**config.mk**
```make
export PLATFORM = sky130hd
export DESIGN_NAME = reg_pair_sequencer_flat
export DESIGN_NICKNAME = d
export VERILOG_FILES = /design/src/rtl/reg_pair_sequencer_pkg.sv /design/src/rtl/reg_pair_sequencer_if.sv /design/src/rtl/reg_pair_sequencer_pair_alu16.sv /design/src/rtl/reg_pair_sequencer.sv /design/src/flat_wrapper.sv
export SDC_FILE = /design/constraint.sdc
export NUM_CORES = 1
export LEC_CHECK = 0
export ABC_AREA = 0
export CORE_AREA = 5 5 130 132
export CTS_CLUSTER_SIZE = 14
export DETAILED_ROUTE_END_ITERATION = 6
export DIE_AREA = 0 0 135 137
export SLEW_MARGIN = 20
export SYNTH_ARGS = -nofsm -noshare
export SYNTH_HDL_FRONTEND = slang
export SYNTH_SLANG_ARGS = --single-unit
```
**constraint.sdc**
```tcl
create_clock -name clk -period 8.6 [get_ports clk]
set_input_delay 1.72 -clock clk [delete_from_list [all_inputs] [get_ports clk]]
set_output_delay 1.72 -clock clk [all_outputs]
set_load 0.01 [all_outputs]
```
**src/rtl/reg_pair_sequencer_pkg.sv**
```systemverilog
`default_nettype none
// ============================================================================
// Module   : reg_pair_sequencer_pkg
// Purpose  : Shared encodings for the 16-bit register-pair sequencer:
//            register selects, pair ops, pair selects, flag bit positions
//            and the pair-to-{hi,lo} register mapping.
// Revision : 1.0 - initial release
// ============================================================================
package reg_pair_sequencer_pkg;

   typedef enum logic [2:0] {
      reg_A = 3'd0,
      reg_B = 3'd1,
      reg_C = 3'd2,
      reg_D = 3'd3,
      reg_E = 3'd4,
      reg_H = 3'd5,
      reg_L = 3'd6,
      reg_F = 3'd7
   } reg_sel_t;

   typedef enum logic [1:0] {
      PO_LD_IMM = 2'd0,
      PO_INC    = 2'd1,
      PO_DEC    = 2'd2,
      PO_ADD_HL = 2'd3
   } pair_op_t;

   typedef enum logic [1:0] {
      P_BC  = 2'd0,
      P_DE  = 2'd1,
      P_HL  = 2'd2,
      P_BAD = 2'd3
   } pair_sel_t;

   // Bit positions inside F = {Z,N,H,C}
   localparam int FLAG_Z = 3;
   localparam int FLAG_N = 2;
   localparam int FLAG_H = 1;
   localparam int FLAG_C = 0;

   typedef struct packed {
      reg_sel_t hi;
      reg_sel_t lo;
   } reg_pair_t;

   // High/low 8-bit registers of a pair; the illegal select maps to A/A
   function automatic reg_pair_t pair_regs(input pair_sel_t p);
      reg_pair_t r;
      case (p)
         P_BC:    begin r.hi = reg_B; r.lo = reg_C; end
         P_DE:    begin r.hi = reg_D; r.lo = reg_E; end
         P_HL:    begin r.hi = reg_H; r.lo = reg_L; end
         default: begin r.hi = reg_A; r.lo = reg_A; end
      endcase
      return r;
   endfunction

endpackage
`default_nettype wire

```
**src/rtl/reg_pair_sequencer_if.sv**
```systemverilog
`default_nettype none
// ============================================================================
// Module   : reg_pair_sequencer_if
// Purpose  : Request/status handshake, control-unit pass-through and
//            register-file port bundle of the register-pair sequencer.
//            master = control unit + register file side, slave = sequencer.
// Revision : 1.0 - initial release
// ============================================================================
interface reg_pair_sequencer_if;
   import reg_pair_sequencer_pkg::*;

   // request / status
   logic        start;
   pair_op_t    op;
   pair_sel_t   pair_sel;
   pair_sel_t   src_sel;
   logic [15:0] imm16;
   logic        busy;
   logic        done;
   logic        err;

   // control-unit register-file controls
   reg_sel_t    cpu_reg_selA;
   reg_sel_t    cpu_reg_selB;
   logic [1:0]  cpu_load_en;
   logic [7:0]  cpu_reg_input;
   logic [15:0] cpu_addr_input;
   logic [3:0]  cpu_flags_in;

   // register-file side
   logic [7:0]  rf_reg_outA;
   logic [7:0]  rf_reg_outB;
   logic [3:0]  rf_flags;
   reg_sel_t    rf_reg_selA;
   reg_sel_t    rf_reg_selB;
   logic [1:0]  rf_load_en;
   logic [7:0]  rf_reg_input;
   logic [15:0] rf_addr_input;
   logic [3:0]  rf_flags_in;

   modport master (
      output start, op, pair_sel, src_sel, imm16,
      output cpu_reg_selA, cpu_reg_selB, cpu_load_en, cpu_reg_input,
      output cpu_addr_input, cpu_flags_in,
      output rf_reg_outA, rf_reg_outB, rf_flags,
      input  busy, done, err,
      input  rf_reg_selA, rf_reg_selB, rf_load_en, rf_reg_input,
      input  rf_addr_input, rf_flags_in
   );

   modport slave (
      input  start, op, pair_sel, src_sel, imm16,
      input  cpu_reg_selA, cpu_reg_selB, cpu_load_en, cpu_reg_input,
      input  cpu_addr_input, cpu_flags_in,
      input  rf_reg_outA, rf_reg_outB, rf_flags,
      output busy, done, err,
      output rf_reg_selA, rf_reg_selB, rf_load_en, rf_reg_input,
      output rf_addr_input, rf_flags_in
   );

endinterface
`default_nettype wire

```
**src/rtl/reg_pair_sequencer_pair_alu16.sv**
```systemverilog
`default_nettype none
// ============================================================================
// Module   : pair_alu16
// Purpose  : Combinational 16-bit pair arithmetic. INC/DEC wrap modulo 2^16,
//            ADD reports half carry (out of bit 11) and carry (out of bit 15).
//            LD_IMM passes operand b through unchanged.
// Revision : 1.0 - initial release
// ============================================================================
module pair_alu16
   import reg_pair_sequencer_pkg::*;
(
   input  pair_op_t    i_op,
   input  logic [15:0] i_a,
   input  logic [15:0] i_b,
   output logic [15:0] o_result,
   output logic        o_h,
   output logic        o_c
);

   logic [16:0] w_sum17;
   logic [12:0] w_sum12;

   assign w_sum17 = {1'b0, i_a} + {1'b0, i_b};
   assign w_sum12 = {1'b0, i_a[11:0]} + {1'b0, i_b[11:0]};

   // Select the result and carries for the requested op
   always_comb begin
      o_result = i_b;
      o_h      = 1'b0;
      o_c      = 1'b0;
      case (i_op)
         PO_INC:    o_result = i_a + 16'd1;
         PO_DEC:    o_result = i_a - 16'd1;
         PO_ADD_HL: begin
            o_result = w_sum17[15:0];
            o_h      = w_sum12[12];
            o_c      = w_sum17[16];
         end
         default:   o_result = i_b;
      endcase
   end

endmodule
`default_nettype wire

```
**src/rtl/reg_pair_sequencer.sv**
```systemverilog
`default_nettype none
// ============================================================================
// Module   : reg_pair_sequencer
// Purpose  : Multi-cycle controller for 16-bit register-pair ops
//            (LD rr,nn / INC rr / DEC rr / ADD HL,rr) on the 8-bit register
//            file. Passes control-unit controls through while idle and owns
//            the register-file ports while busy.
// Revision : 1.0 - initial release
// ============================================================================
module reg_pair_sequencer
   import reg_pair_sequencer_pkg::*;
(
   input  logic                 clk,
   input  logic                 rst_n,
   reg_pair_sequencer_if.slave  bus
);

   typedef enum logic [2:0] {
      ST_IDLE = 3'd0,
      ST_RD0  = 3'd1,
      ST_RD1  = 3'd2,
      ST_WR   = 3'd3,
      ST_FIN  = 3'd4
   } state_t;

   state_t      r_state;
   pair_op_t    r_op;
   pair_sel_t   r_pair;
   pair_sel_t   r_src;
   logic [15:0] r_imm;
   logic [15:0] r_tmpA;
   logic [15:0] r_tmpB;
   logic        r_busy;
   logic        r_done;
   logic        r_err;

   logic        w_bad;
   logic [15:0] w_alu_b;
   logic [15:0] w_alu_result;
   logic        w_alu_h;
   logic        w_alu_c;
   reg_pair_t   w_rd_pair;
   reg_pair_t   w_wr_pair;
   reg_sel_t    w_sel_a;
   reg_sel_t    w_sel_b;
   logic [1:0]  w_load_en;
   logic [7:0]  w_reg_input;
   logic [15:0] w_addr;
   logic [3:0]  w_flags;

   // Source selector only matters for ADD HL,rr
   assign w_bad = (bus.pair_sel == P_BAD) ||
                  ((bus.op == PO_ADD_HL) && (bus.src_sel == P_BAD));

   // LD_IMM result is the immediate, routed through the ALU's b operand
   assign w_alu_b = (r_op == PO_LD_IMM) ? r_imm : r_tmpB;

   pair_alu16 u_alu (
      .i_op     (r_op),
      .i_a      (r_tmpA),
      .i_b      (w_alu_b),
      .o_result (w_alu_result),
      .o_h      (w_alu_h),
      .o_c      (w_alu_c)
   );

   // Sequencer FSM with registered busy/done/err
   always_ff @(posedge clk or negedge rst_n) begin
      if (!rst_n) begin
         r_state <= ST_IDLE;
         r_op    <= PO_LD_IMM;
         r_pair  <= P_BC;
         r_src   <= P_BC;
         r_imm   <= 16'h0000;
         r_tmpA  <= 16'h0000;
         r_tmpB  <= 16'h0000;
         r_busy  <= 1'b0;
         r_done  <= 1'b0;
         r_err   <= 1'b0;
      end else begin
         r_done <= 1'b0;
         r_err  <= 1'b0;
         case (r_state)
            ST_IDLE: begin
               if (bus.start) begin
                  r_op   <= bus.op;
                  r_pair <= bus.pair_sel;
                  r_src  <= bus.src_sel;
                  r_imm  <= bus.imm16;
                  r_busy <= 1'b1;
                  if (w_bad) begin
                     r_state <= ST_FIN;
                     r_done  <= 1'b1;
                     r_err   <= 1'b1;
                  end else if (bus.op == PO_LD_IMM) begin
                     r_state <= ST_WR;
                  end else begin
                     r_state <= ST_RD0;
                  end
               end
            end
            ST_RD0: begin
               r_tmpA  <= {bus.rf_reg_outA, bus.rf_reg_outB};
               r_state <= (r_op == PO_ADD_HL) ? ST_RD1 : ST_WR;
            end
            ST_RD1: begin
               r_tmpB  <= {bus.rf_reg_outA, bus.rf_reg_outB};
               r_state <= ST_WR;
            end
            ST_WR: begin
               r_state <= ST_FIN;
               r_done  <= 1'b1;
            end
            ST_FIN: begin
               r_state <= ST_IDLE;
               r_busy  <= 1'b0;
            end
            default: begin
               r_state <= ST_IDLE;
               r_busy  <= 1'b0;
            end
         endcase
      end
   end

   // Register-file port mux: pass-through when idle, sequencer-owned otherwise
   always_comb begin
      w_rd_pair   = pair_regs((r_state == ST_RD1) ? r_src : r_pair);
      w_wr_pair   = pair_regs(r_pair);
      w_sel_a     = reg_A;
      w_sel_b     = reg_A;
      w_load_en   = 2'b00;
      w_reg_input = 8'h00;
      w_addr      = 16'h0000;
      w_flags     = bus.rf_flags;
      case (r_state)
         ST_IDLE: begin
            w_sel_a     = bus.cpu_reg_selA;
            w_sel_b     = bus.cpu_reg_selB;
            w_load_en   = bus.cpu_load_en;
            w_reg_input = bus.cpu_reg_input;
            w_addr      = bus.cpu_addr_input;
            w_flags     = bus.cpu_flags_in;
         end
         ST_RD0, ST_RD1: begin
            w_sel_a = w_rd_pair.hi;
            w_sel_b = w_rd_pair.lo;
         end
         ST_WR: begin
            w_load_en = 2'b10;
            w_sel_a   = w_wr_pair.hi;
            w_addr    = w_alu_result;
            if (r_op == PO_ADD_HL) begin
               w_flags[FLAG_Z] = bus.rf_flags[FLAG_Z];
               w_flags[FLAG_N] = 1'b0;
               w_flags[FLAG_H] = w_alu_h;
               w_flags[FLAG_C] = w_alu_c;
            end
         end
         default: ;
      endcase
   end

   assign bus.rf_reg_selA   = w_sel_a;
   assign bus.rf_reg_selB   = w_sel_b;
   assign bus.rf_load_en    = w_load_en;
   assign bus.rf_reg_input  = w_reg_input;
   assign bus.rf_addr_input = w_addr;
   assign bus.rf_flags_in   = w_flags;
   assign bus.busy          = r_busy;
   assign bus.done          = r_done;
   assign bus.err           = r_err;

endmodule
`default_nettype wire
```
**src/flat_wrapper.sv**
```systemverilog
// flat-port wrapper written by rule: the top's interface ports become plain ports
module reg_pair_sequencer_flat import reg_pair_sequencer_pkg::*;
  (clk, rst_n, bus_start, bus_op, bus_pair_sel, bus_src_sel, bus_imm16, bus_cpu_reg_selA, bus_cpu_reg_selB, bus_cpu_load_en, bus_cpu_reg_input, bus_cpu_addr_input, bus_cpu_flags_in, bus_rf_reg_outA, bus_rf_reg_outB, bus_rf_flags, bus_busy, bus_done, bus_err, bus_rf_reg_selA, bus_rf_reg_selB, bus_rf_load_en, bus_rf_reg_input, bus_rf_addr_input, bus_rf_flags_in);
  reg_pair_sequencer_if bus_i ();
  input  logic clk;
  input  logic rst_n;
  input wire logic [$bits(bus_i.start)-1:0] bus_start;
  input wire logic [$bits(bus_i.op)-1:0] bus_op;
  input wire logic [$bits(bus_i.pair_sel)-1:0] bus_pair_sel;
  input wire logic [$bits(bus_i.src_sel)-1:0] bus_src_sel;
  input wire logic [$bits(bus_i.imm16)-1:0] bus_imm16;
  input wire logic [$bits(bus_i.cpu_reg_selA)-1:0] bus_cpu_reg_selA;
  input wire logic [$bits(bus_i.cpu_reg_selB)-1:0] bus_cpu_reg_selB;
  input wire logic [$bits(bus_i.cpu_load_en)-1:0] bus_cpu_load_en;
  input wire logic [$bits(bus_i.cpu_reg_input)-1:0] bus_cpu_reg_input;
  input wire logic [$bits(bus_i.cpu_addr_input)-1:0] bus_cpu_addr_input;
  input wire logic [$bits(bus_i.cpu_flags_in)-1:0] bus_cpu_flags_in;
  input wire logic [$bits(bus_i.rf_reg_outA)-1:0] bus_rf_reg_outA;
  input wire logic [$bits(bus_i.rf_reg_outB)-1:0] bus_rf_reg_outB;
  input wire logic [$bits(bus_i.rf_flags)-1:0] bus_rf_flags;
  output wire logic [$bits(bus_i.busy)-1:0] bus_busy;
  output wire logic [$bits(bus_i.done)-1:0] bus_done;
  output wire logic [$bits(bus_i.err)-1:0] bus_err;
  output wire logic [$bits(bus_i.rf_reg_selA)-1:0] bus_rf_reg_selA;
  output wire logic [$bits(bus_i.rf_reg_selB)-1:0] bus_rf_reg_selB;
  output wire logic [$bits(bus_i.rf_load_en)-1:0] bus_rf_load_en;
  output wire logic [$bits(bus_i.rf_reg_input)-1:0] bus_rf_reg_input;
  output wire logic [$bits(bus_i.rf_addr_input)-1:0] bus_rf_addr_input;
  output wire logic [$bits(bus_i.rf_flags_in)-1:0] bus_rf_flags_in;
  assign bus_i.start = bus_start;
  assign bus_i.op = bus_op;
  assign bus_i.pair_sel = bus_pair_sel;
  assign bus_i.src_sel = bus_src_sel;
  assign bus_i.imm16 = bus_imm16;
  assign bus_i.cpu_reg_selA = bus_cpu_reg_selA;
  assign bus_i.cpu_reg_selB = bus_cpu_reg_selB;
  assign bus_i.cpu_load_en = bus_cpu_load_en;
  assign bus_i.cpu_reg_input = bus_cpu_reg_input;
  assign bus_i.cpu_addr_input = bus_cpu_addr_input;
  assign bus_i.cpu_flags_in = bus_cpu_flags_in;
  assign bus_i.rf_reg_outA = bus_rf_reg_outA;
  assign bus_i.rf_reg_outB = bus_rf_reg_outB;
  assign bus_i.rf_flags = bus_rf_flags;
  assign bus_busy = bus_i.busy;
  assign bus_done = bus_i.done;
  assign bus_err = bus_i.err;
  assign bus_rf_reg_selA = bus_i.rf_reg_selA;
  assign bus_rf_reg_selB = bus_i.rf_reg_selB;
  assign bus_rf_load_en = bus_i.rf_load_en;
  assign bus_rf_reg_input = bus_i.rf_reg_input;
  assign bus_rf_addr_input = bus_i.rf_addr_input;
  assign bus_rf_flags_in = bus_i.rf_flags_in;
  reg_pair_sequencer u_core (.clk(clk), .rst_n(rst_n), .bus(bus_i));
endmodule
```
# Yosys cells after proc, flatten, opt, wreduce, memory -nomap -nowiden
# Index checks and enable logic that the tools add are counted.
# op_classes
addsub	4
eq_ne	14
n_mux	23
n_bitwise	1
n_reduce_logical	11
# ops
cell	count
$pmux 16 s3	1
$pmux 6 s3	2
$pmux 16 s2	1
$add 16x16->17	1
$add 16x1->16 const B	1
$mux 16	1
$sub 16x1->16 const B	1
$eq 2x2->1 const B	7
$add 12x12->13	1
$pmux 3 s4	1
$mux 3	3
$pmux 3 s3	1
$logic_not 2->1	4
$mux 8	1
$pmux 4 s2	1
$eq 2x1->1 const B	3
$eq 3x2->1 const B	2
$pmux 3 s2	1
$mux 1	5
$mux 2	2
$pmux 1 s2	2
$pmux 2 s2	1
$reduce_and 2->1	2
$eq 3x1->1 const B	1
7 further kinds	7
# totals
regBits	60
input_bits	81
output_inout_bits	39
word_cells	63

# Longest topological paths before layout
# logic_depth
word_depth	6
depth_mapped	16
ltp_nobuf	14

# Hierarchy
# A second synthesis with hierarchy kept.
# hier_totals
hier_cells	572
area_unflattened_um2	5285.1
# by_module_without_submodules
mod	n_inst	cells_per_inst	area_per_inst_um2	seq_area_each_um2
reg_pair_sequencer	1	241	3141.8	1501.4
pair_alu16	1	331	2143.3	0.0

# Least setup slack after synthesis
# No wires, ideal clock.
# synth_path
kind	register to output
from	register u_core.r_op[0]
to	output port bus_rf_addr_input[12]
arrival_time_ns	3.216
required_ns	6.880
setup_slack_ns	3.664
stages_incl_launch_ff	14
path_buffers	2
cell_sequence	dfrtp_1 -> inv_1 -> ha_1 -> clkbuf_1 -> clkbuf_1 -> mux2_2 -> ha_1 -> a21oi_1 -> o211ai_1 -> and3b_1 -> a311oi_2 -> xnor2_1 -> a21oi_1 -> o221ai_1
# synth_via
elab_chain_len	5
word_cells_on_any_way	8
classes_between	add/sub: 1; eq/ne: 3; mux: 3; reduce/logical: 1
# synth_rtl
element	line_no	source
start, declared	reg_pair_sequencer.sv:27	pair_op_t r_op;
start signal, assigned	reg_pair_sequencer.sv:86	r_op <= bus.op;
$logic_not 2->1	reg_pair_sequencer.sv:56	assign w_alu_b = (r_op == PO_LD_IMM) ? r_imm : r_tmpB;
$mux 16	reg_pair_sequencer.sv:56	
$add 16x16->17	reg_pair_sequencer_pair_alu16.sv:23	assign w_sum17 = {1'b0, i_a} + {1'b0, i_b};
$pmux 16 s3 *	reg_pair_sequencer_pair_alu16.sv:31	case (i_op)
$pmux 16 s2 *	reg_pair_sequencer.sv:136	case (r_state)
end, declared	flat_wrapper.sv:28	output wire logic [$bits(bus_i.rf_addr_input)-1:0] bus_rf_addr_input;
# Mark *: on every way between the ends. The rest lies on a longest branch, timed or not.

# Worst setup path after layout
# Ends and elaborated chain as after synthesis.

==> impl_metrics.env <==
export IMPL_status="finished clean"
export IMPL_synth_cell_area_sq_mm=0.00535
export IMPL_max_cap_violations=0
export IMPL_setup_viol=0
export IMPL_clkSinkCount=60
export IMPL_synth_edf_count=0
export IMPL_cts_buffers=9
export IMPL_synth_seq_cells=60
export IMPL_cts_tree="yes"
export IMPL_comb_power_share_pct=68.6
export IMPL_grt_setup_unrepaired="false"
export IMPL_required_ns=6.88
export IMPL_holdPathStages=2
export IMPL_grt_usage_pct=19.6
export IMPL_clock_skew_ns=0.00839
export IMPL_coreArea_sq_mm=0.0156
export IMPL_critPathMaxFanout=24
export IMPL_dp_hpwl_mm=13.7
export IMPL_postCtsSetupRepairBufs=0
export IMPL_design_area_sq_mm=0.00693
export IMPL_clk_latency_ns=0.34
export IMPL_routed_via_density=5.46
export IMPL_yosys_cell_types_count=75
export IMPL_min_from="u_core.r_src[1]"
export IMPL_r2r_end="u_core.r_imm[5]"
export IMPL_post_drt_wl_per_cell_um=18.8
export IMPL_max_slew_margin_pct=44.1
export IMPL_final_cell_mix="118 x nand2_1, 118 x clkdlybuf4s50_1, 60 x dfrtp_1"
export IMPL_hold_end="u_core.r_src[1]"
export IMPL_tightestPinTransition_ns=0.839
export IMPL_fin_nets=848
export IMPL_die_h_um=137
export IMPL_gr_total_overflow=0
export IMPL_vias=5245
export IMPL_gp_congestion=0.887
export IMPL_avgSynthCellArea_sq_um=8.28
export IMPL_antenna_cells=0
export IMPL_finalHoldViolations=0
export IMPL_start_util_pct=34.3
export IMPL_min_period_over_period_pct=73.5
export IMPL_max_stage_delay_ns=0.60
export IMPL_ys_flop_type="dfrtp_1"
export IMPL_fin_util_pct=44.4
export IMPL_drv_slew=0
export IMPL_power_density_mw_per_mm2=479
export IMPL_path_class="register to output port"
export IMPL_intPower_uw=1680
export IMPL_postCtsResizedCells=0
export IMPL_ys_seq_area_share_pct=28.1
export IMPL_cts_htree_levels=3
export IMPL_die_area_sq_mm=0.0185
export IMPL_grt_max_degree=61
export IMPL_max_freq_mhz=158
export IMPL_cts_path_max_buffers=2
export IMPL_drtIter0Drc=416
export IMPL_hp_class="register to register"
export IMPL_post_route_min_period_ns=6.32
export IMPL_async_flop_share_pct=100
export IMPL_rr_worst_depth=4
export IMPL_fin_tns_setup_ns=0
export IMPL_worstPathCellList="inv_1 > ha_1 > buf_4 > mux2_2 > ha_1 > nand2b_1 > a21oi_1 > or2_2 > a311oi_2 > xnor2_1 > a21oi_1 > o221ai_1 > clkdlybuf4s50_1"
export IMPL_r2r_start="u_core.r_state[2]"
export IMPL_grt_pass1_wl_mm=28.3
export IMPL_place_area_sq_mm=0.00662
export IMPL_swShare_pct=49.3
export IMPL_syn_to_final_growth_pct=29.4
export IMPL_reg2reg_slack_ns=6.30
export IMPL_cp_arrival_ns=4.60
export IMPL_synthCells=646
export IMPL_portBuffers=119
export IMPL_drcViolationCount=0
export IMPL_cts_clk_slew_worst_paths_ns=0.06
export IMPL_p_clk_share_pct=11.2
export IMPL_firstDrtPassIters=7
export IMPL_postRouteAntennaNets=0
export IMPL_ys_warn_count=0
export IMPL_grt_antenna_before_repair=0
export IMPL_leakagePower_uw=0.00282
export IMPL_synth_nets=754
export IMPL_ir_drop_uv=230
export IMPL_drive_gt1_share_pct=11.4
export IMPL_start_kind="register"
export IMPL_row_count=46
export IMPL_cp_slowest_cell="clkdlybuf4s50_1"
export IMPL_p_sw_uw=1630
export IMPL_cts_hold_buf=0
export IMPL_seq_power_share_pct=20.2
export IMPL_endpoint_kind="output port"
export IMPL_grt_pass1_vias=5189
export IMPL_pin_count=120
export IMPL_root_buffer="clkbuf_16"
export IMPL_die_w_um=135
export IMPL_routed_wl_mm=18.0
==> metrics by stage <==
step                      setup slack, ns  power [uW]  hold WS [ns]  instances
after floorplan                      3.66        2210         0.440        646
after global placement               2.79        2890         0.467        945
after detailed placement             2.67        2920         0.470        945
after CTS                            2.28        3310         0.484        961
after global routing                 2.10        3570         0.504        961
final                                2.28        3320         0.484        961
==> layout make-up <==
class                      instances  area (sq um)
fill                            1570          8670
multi-input combinational        518          3510
sequential                        60          1500
timing repair buffer             128          1250
tap                              216           270
clock buffer                      12           256
inverter                          23          86.3
clock inverter                     4          47.5
==> synthesized netlist by cell type (4+ instances only) <==
cell | instances | area, sq um
clkbuf_1 | 21 | 78.8
nand2_1 | 118 | 443
mux2_2 | 41 | 462
nand3_1 | 8 | 40.0
xor2_1 | 13 | 114
inv_1 | 23 | 86.3
o211ai_1 | 6 | 45.0
a21oi_1 | 32 | 160
o21ai_0 | 44 | 220
buf_2 | 11 | 55.1
nor2b_1 | 6 | 37.5
a21o_1 | 7 | 52.6
nand4_1 | 6 | 37.5
o21ai_1 | 12 | 60.1
nor2_1 | 34 | 128
a221oi_1 | 5 | 43.8
and2_1 | 14 | 87.6
nand2b_1 | 6 | 37.5
a32oi_1 | 12 | 105
nor3_1 | 8 | 40.0
and4_1 | 5 | 43.8
xnor2_1 | 21 | 184
ha_1 | 26 | 325
and3_1 | 4 | 25.0
dfrtp_1 | 60 | 1500
a22oi_1 | 10 | 75.1
buf_6 | 10 | 113
==> worst max path at each step <==
stage / startpoint / to / slack, ns / depth (start not counted)
after floorplan: u_core.r_op[0] / bus_rf_addr_input[12] / 3.66 / 13
after global placement: u_core.r_op[0] / bus_rf_addr_input[12] / 2.79 / 13
after detailed placement: u_core.r_op[0] / bus_rf_addr_input[12] / 2.67 / 13
after CTS: u_core.r_op[0] / bus_rf_addr_input[12] / 2.28 / 13
after global routing: u_core.r_op[0] / bus_rf_addr_input[12] / 2.10 / 13
final: u_core.r_op[0] / bus_rf_addr_input[12] / 2.28 / 13
==> state kept, by name (all words and copies together) (netlist names) <==
register         cells
u_core.bus.err       1
u_core.r_op          2
u_core.r_pair        2
u_core.r_tmpA       16
u_core.r_tmpB       16
u_core.r_state       3
u_core.bus.done      1
u_core.bus.busy      1
u_core.r_imm        16
u_core.r_src         2
==> per-layer routing <==
| layer | GRT usage, % | wire [um] |
|---|---|---|
| met5 | 0 | 0 |
| met2 | 31.4 | 8470 |
| met4 | 6.61 | 410 |
| met1 | 26.5 | 8120 |
| met3 | 3.93 | 1020 |
==> power groups by stage <==
stage          clock network [uW]  logic [uW]  registers (uW)
6_report                      372        2270             670
5_1_grt                       392        2480             699
4_1_cts                       380        2270             663
3_5_place_dp                    0        2250             668
3_3_place_gp                    0        2230             665
2_1_floorplan                   0        1700             511
==> logic make-up (layout without fill, tap and decap cells) <==
family	after synthesis	after routing	synth area share [%]
AO/OA/AOI/OAI	183	183	23.3
multiplexers	43	43	9.00
AND/OR/NAND/NOR	231	231	21.1
adder cells (fa/ha/maj)	27	27	6.45
flip-flops	60	60	28.1
buffers and inverters	68	167	6.52
XOR/XNOR	34	34	5.56
==> worst max-delay path, delay by kind of cell (launching register included) <==
kind	cells	cell delay (ns)
buf+inv	3	1.11
fa+ha+maj	2	0.89
compound gates	4	0.88
simple gates	2	0.44
flops	1	0.38
mux	1	0.38
xor+xnor	1	0.17
No activity file was read; power rests on OpenSTA's default activity.
